## src/rtl/baud_gen_frac.sv

```systemverilog
// baud_gen_frac: fractional-N oversample tick generator for the UART datapaths.
//
// An oversample strobe fires every div_int + div_frac/2^FRAC_W clocks on
// average. Each period is div_int or div_int+1 clocks; the choice comes from
// the carry out of a FRAC_W-bit phase accumulator. Every OVS oversample ticks
// the block emits one mid-bit strobe and one bit strobe. A restart pulse
// realigns the bit phase to a detected start edge.
//
// Ports:
//   clk        system clock, rising edge
//   rst        asynchronous active-high reset
//   en         count enable; low freezes all state
//   restart    synchronous phase realign (single-cycle pulse)
//   div_int    integer clocks per oversample tick
//   div_frac   fractional clocks per tick, in units of 1/2^FRAC_W
//   os_tick    oversample strobe, one cycle wide
//   mid_tick   strobe on oversample tick OVS/2 of each bit
//   baud_tick  strobe on oversample tick OVS of each bit
//   bit_phase  current oversample index within the bit (0..OVS-1)
//   cfg_err    registered flag, high while div_int == 0
module baud_gen_frac #(
  parameter int DIV_W  = 16,
  parameter int FRAC_W = 4,
  parameter int OVS    = 16,
  localparam int OVS_W = (OVS > 1) ? $clog2(OVS) : 1
) (
  input  logic              clk,
  input  logic              rst,
  input  logic              en,
  input  logic              restart,
  input  logic [DIV_W-1:0]  div_int,
  input  logic [FRAC_W-1:0] div_frac,
  output logic              os_tick,
  output logic              mid_tick,
  output logic              baud_tick,
  output logic [OVS_W-1:0]  bit_phase,
  output logic              cfg_err
);

  localparam logic [OVS_W-1:0] PH_MID  = OVS_W'(OVS/2 - 1);
  localparam logic [OVS_W-1:0] PH_LAST = OVS_W'(OVS - 1);

  logic [DIV_W-1:0]  cnt;
  logic [FRAC_W-1:0] acc;
  logic              ext;
  logic [OVS_W-1:0]  phase;

  // The terminal test cnt >= div_int-1+ext is evaluated as
  // cnt+1 >= div_int+ext, one bit wider. This form cannot underflow when
  // div_int is 0. A live decrease of div_int ends the current period at once
  // instead of wrapping.
  logic [DIV_W:0]  cnt_p1, lim;
  logic            term;
  logic [FRAC_W:0] frac_sum;
  logic            div_zero;

  always_comb begin
    cnt_p1   = {1'b0, cnt} + {{DIV_W{1'b0}}, 1'b1};
    lim      = {1'b0, div_int} + {{DIV_W{1'b0}}, ext};
    term     = (cnt_p1 >= lim);
    frac_sum = {1'b0, acc} + {1'b0, div_frac};
    div_zero = (div_int == '0);
  end

  always_ff @(posedge clk or posedge rst) begin
    if (rst) begin
      cnt       <= '0;
      acc       <= '0;
      ext       <= 1'b0;
      phase     <= '0;
      os_tick   <= 1'b0;
      mid_tick  <= 1'b0;
      baud_tick <= 1'b0;
      cfg_err   <= 1'b0;
    end else begin
      cfg_err   <= div_zero;
      os_tick   <= 1'b0;
      mid_tick  <= 1'b0;
      baud_tick <= 1'b0;
      if (restart) begin
        // Realign wins over a coinciding terminal count, so no strobe fires.
        cnt   <= '0;
        acc   <= '0;
        ext   <= 1'b0;
        phase <= '0;
      end else if (!div_zero && en) begin
        if (term) begin
          cnt        <= '0;
          {ext, acc} <= frac_sum;   // carry stretches the next period by 1
          os_tick    <= 1'b1;
          mid_tick   <= (phase == PH_MID);
          baud_tick  <= (phase == PH_LAST);
          phase      <= (phase == PH_LAST) ? '0 : phase + OVS_W'(1);
        end else begin
          cnt <= cnt + DIV_W'(1);
        end
      end
    end
  end

  assign bit_phase = phase;

endmodule

```

## config.mk

```make
export PLATFORM = sky130hd
export DESIGN_NAME = baud_gen_frac
export DESIGN_NICKNAME = d
export VERILOG_FILES = /design/src/rtl/baud_gen_frac.sv
export SDC_FILE = /design/constraint.sdc
export NUM_CORES = 1
export LEC_CHECK = 0
export ABC_AREA = 1
export CORE_MARGIN = 8
export CORE_UTILIZATION = 30
export CTS_BUF_LIST = sky130_fd_sc_hd__clkbuf_2 sky130_fd_sc_hd__clkbuf_4 sky130_fd_sc_hd__clkbuf_8
export CTS_CLUSTER_SIZE = 16
export DETAILED_ROUTE_END_ITERATION = 10
export PLACE_DENSITY_LB_ADDON = 0.3
export SYNTH_ARGS = -nofsm -noshare
export SYNTH_HDL_FRONTEND = slang
export SYNTH_SLANG_ARGS = --single-unit
export TNS_END_PERCENT = 5
```

## constraint.sdc

```tcl
create_clock -name clk -period 3.1 [get_ports clk]
set_input_delay 0.62 -clock clk [delete_from_list [all_inputs] [get_ports clk]]
set_output_delay 0.62 -clock clk [all_outputs]
set_load 0.005 [all_outputs]
```

==> flow_summary.yaml <==
status:
  status: "finished, final reports clean"
flow_run:
  cap_viol_max_count: 0
timing:
  slew_headroom: 0.737
  tightest_slew_ns: 0.394
  grt_setup_unrepaired: "true"
  finalClockSkew_ns: 0.0109
  finalHoldViolations: 0
  fin_ws_ns: 0.128
  fmax_mhz: 336
  hold-worst-slack_ns: 0.481
  post-route-period-util: 0.959
  setup_viol_count_final: 0
  drv_slew: 0
  min_period_ns: 2.97
logic_synthesis:
  yosys.cell_types.count: 32
  synth.ff_latch_count: 29
  ys.flop_type: "dfrtp_1"
  async_flop_share: 1.00
  synth_edf_count: 0
  syn_inst: 357
  synth_warnings: 0
  synth_nets: 407
  yosysSeqAreaShare: 0.285
  syn-cell-area_sq_um: 2540
  avgSynthCellArea_sq_um: 7.13
place:
  place_ws_ns: -0.656
  hpwl_um: 4970
  gp_congestion: 0.833
  place_area_sq_um: 3200
  port_buffers: 31
clocking:
  cts_tree: "done"
  clk_pin_slew_ns: 0.06
  cts.sinks: 29
  cts_hold_buf: 0
  h-tree-depth: 2
  cts_made_buffers: 5
  cts_root_buf: "clkbuf_8"
  clock_path_buffers: 2
  clk_latency_ns: 0.28
global_routing:
  grt_pass1_wl_um: 11500
  antenna_found_initial: 0
  overflow: 0
  grt.total_usage: 0.118
  grt_max_degree: 30
  grt_pass1_vias: 2550
worst_setup_path:
  cp_slowest_cell: "ha_4"
  reg2reg_to: "ext"
  ff2ff_path_depth: 22
  critPathKind: "in2reg"
  cp_common_cell: "nand2_1"
  worst_setup_path_end_kind: "flop"
  crit_family: "buffers and inverters"
  cpPeakStageDelay_ns: 0.22
  crit_required_ns: 3.27
  r2r-start: "ext"
  cp_cell_sequence: "clkdlybuf4s15_2, ha_4, ha_2, nand2_1, nor2_2, buf_4, buf_4, buf_4, nand3_2, xor2_1, inv_1, ha_4, nand2_1, inv_1, nand2_1, nand2_1, nand2_1, nand2_2, nor2_4, nand2_4, buf_12, o211ai_1, nand2_1"
  cp_max_fo: 8
  crit_buf_inv: 7
  critPathArrivalTime_ns: 3.14
  start_kind: "input port"
  reg2reg_slack_ns: 0.19
die:
  std_cell_rows: 33
  core_area_sq_um: 8220
  ios: 32
  start_util: 0.310
  fp.dieH_um: 108
  die_w_um: 108
  dieArea_sq_um: 11700
route:
  dr.first_iter.drc_count: 133
  drt-total-wl_um: 6540
  drt-pass1-iter-count: 5
  vias: 2460
  drc: 0
  wl_per_cell_um: 12.3
  vias_per_cell: 4.63
  drtAntennaViolNets: 0
layout:
  fillers: 843
  syn2layout_area_growth_pct: 36.6
  finish.utilization: 0.423
  nets: 475
  layout_commonest_cell: "nand2_1"
  final_cell_mix: "nand2_1, nand3_1, inv_1"
  drive_gt1_frac: 0.207
  diodes: 0
  fin_area_sq_um: 3480
worst_hold_path:
  hp-start: "acc[3]"
  hold_path.class: "reg2reg"
  hold_depth: 2
  holdPathEnd: "acc[3]"
pwr:
  leakage_nw: 1.84
  powerDensity_nw_per_um2: 246
  peakVddDrop_v: 0.000267
==> where the power goes <==
group          switching, mW  total, mW  internal, mW
Combinational         0.0875      0.160        0.0724
Sequential           0.00406      0.387         0.383
Clock                  0.145      0.309         0.164
==> cells in the mapped netlist (2+ instances only) <==
library cell  number  share of area
ha_1              25           0.12
buf_4              3         0.0089
nand3_1           54           0.11
nor2_1            31          0.046
a21oi_1            6          0.012
nand2_1          104           0.15
a21o_1             2         0.0059
nor2_2             2         0.0049
xor2_1            17          0.059
nand4_1            4         0.0098
nor3_1             7          0.014
nand3b_1           2         0.0059
inv_1             37          0.055
clkinv_1           2         0.0030
nand2_2            4         0.0098
xnor2_1            6          0.021
dfrtp_1           29           0.29
nor2_4             3          0.013
inv_2              5         0.0074
nor3_2             2         0.0079
==> worst max path at each step <==
stage,from,to,depth (start not counted)
2_1_floorplan,div_int[0],cnt[2],19
5_1_grt,div_int[0],ext,23
4_1_cts,div_int[0],ext,19
3_3_place_gp,div_int[0],cnt[12],19
6_report,div_int[0],ext,23
3_5_place_dp,div_int[0],cnt[8],19
==> registers in the layout (all words and copies together), names as in the netlist <==
| name | cells |
|---|---|
| acc | 4 |
| baud_tick | 1 |
| bit_phase | 4 |
| cfg_err | 1 |
| cnt | 16 |
| ext | 1 |
| mid_tick | 1 |
| os_tick | 1 |
==> final cells by class <==
type,count,area [sq um],area share
well taps,105,131,0.0378
inverters,44,170,0.0490
clock buffers,6,76.3,0.0220
clock inverters,2,10.0,0.00288
flip-flops and latches,29,726,0.209
repair buffers,65,579,0.167
multi-input cells,280,1780,0.513
==> worst min-delay path, stage by stage (launching register included) <==
cell     delay (ns)
dfrtp_1        0.35
nand2_1        0.06
nand2_1        0.04
==> timing repair <==
item / CTS / global route
endpoints found under the setup margin: 28 / 28
gates resized for setup: 18 / 23
buffers inserted: 2 / 1
pin swaps: 11 / 14
cloned: 0 / 1
endpoints found under the hold margin: 0 / 0
==> layer usage <==
| metal | part of all wire | global-route usage |
|---|---|---|
| met5 | 0 | 0 |
| met4 | 0.012 | 0.0357 |
| met3 | 0.051 | 0.0291 |
| met2 | 0.46 | 0.187 |
| met1 | 0.48 | 0.155 |
==> metrics by stage <==
| step | cells | TNS, ns | total power [mW] |
|---|---|---|---|
| floorplan | 357 | 0 | 0.467 |
| global route | 531 | -1.00 | 0.907 |
| global placement | 519 | -16.12 | 0.542 |
| finish | 531 | 0 | 0.856 |
| detailed placement | 519 | -17.14 | 0.545 |
| CTS | 529 | 0 | 0.864 |
==> kinds of logic after synthesis <==
kind of cell	count (synthesis)	share of synthesized area
simple gates	218	0.395
compound gates	11	0.0261
xor+xnor	24	0.0856
fa+ha+maj	26	0.131
buf+inv	49	0.0772
flops	29	0.285
Power figures use the tool's default switching activity.
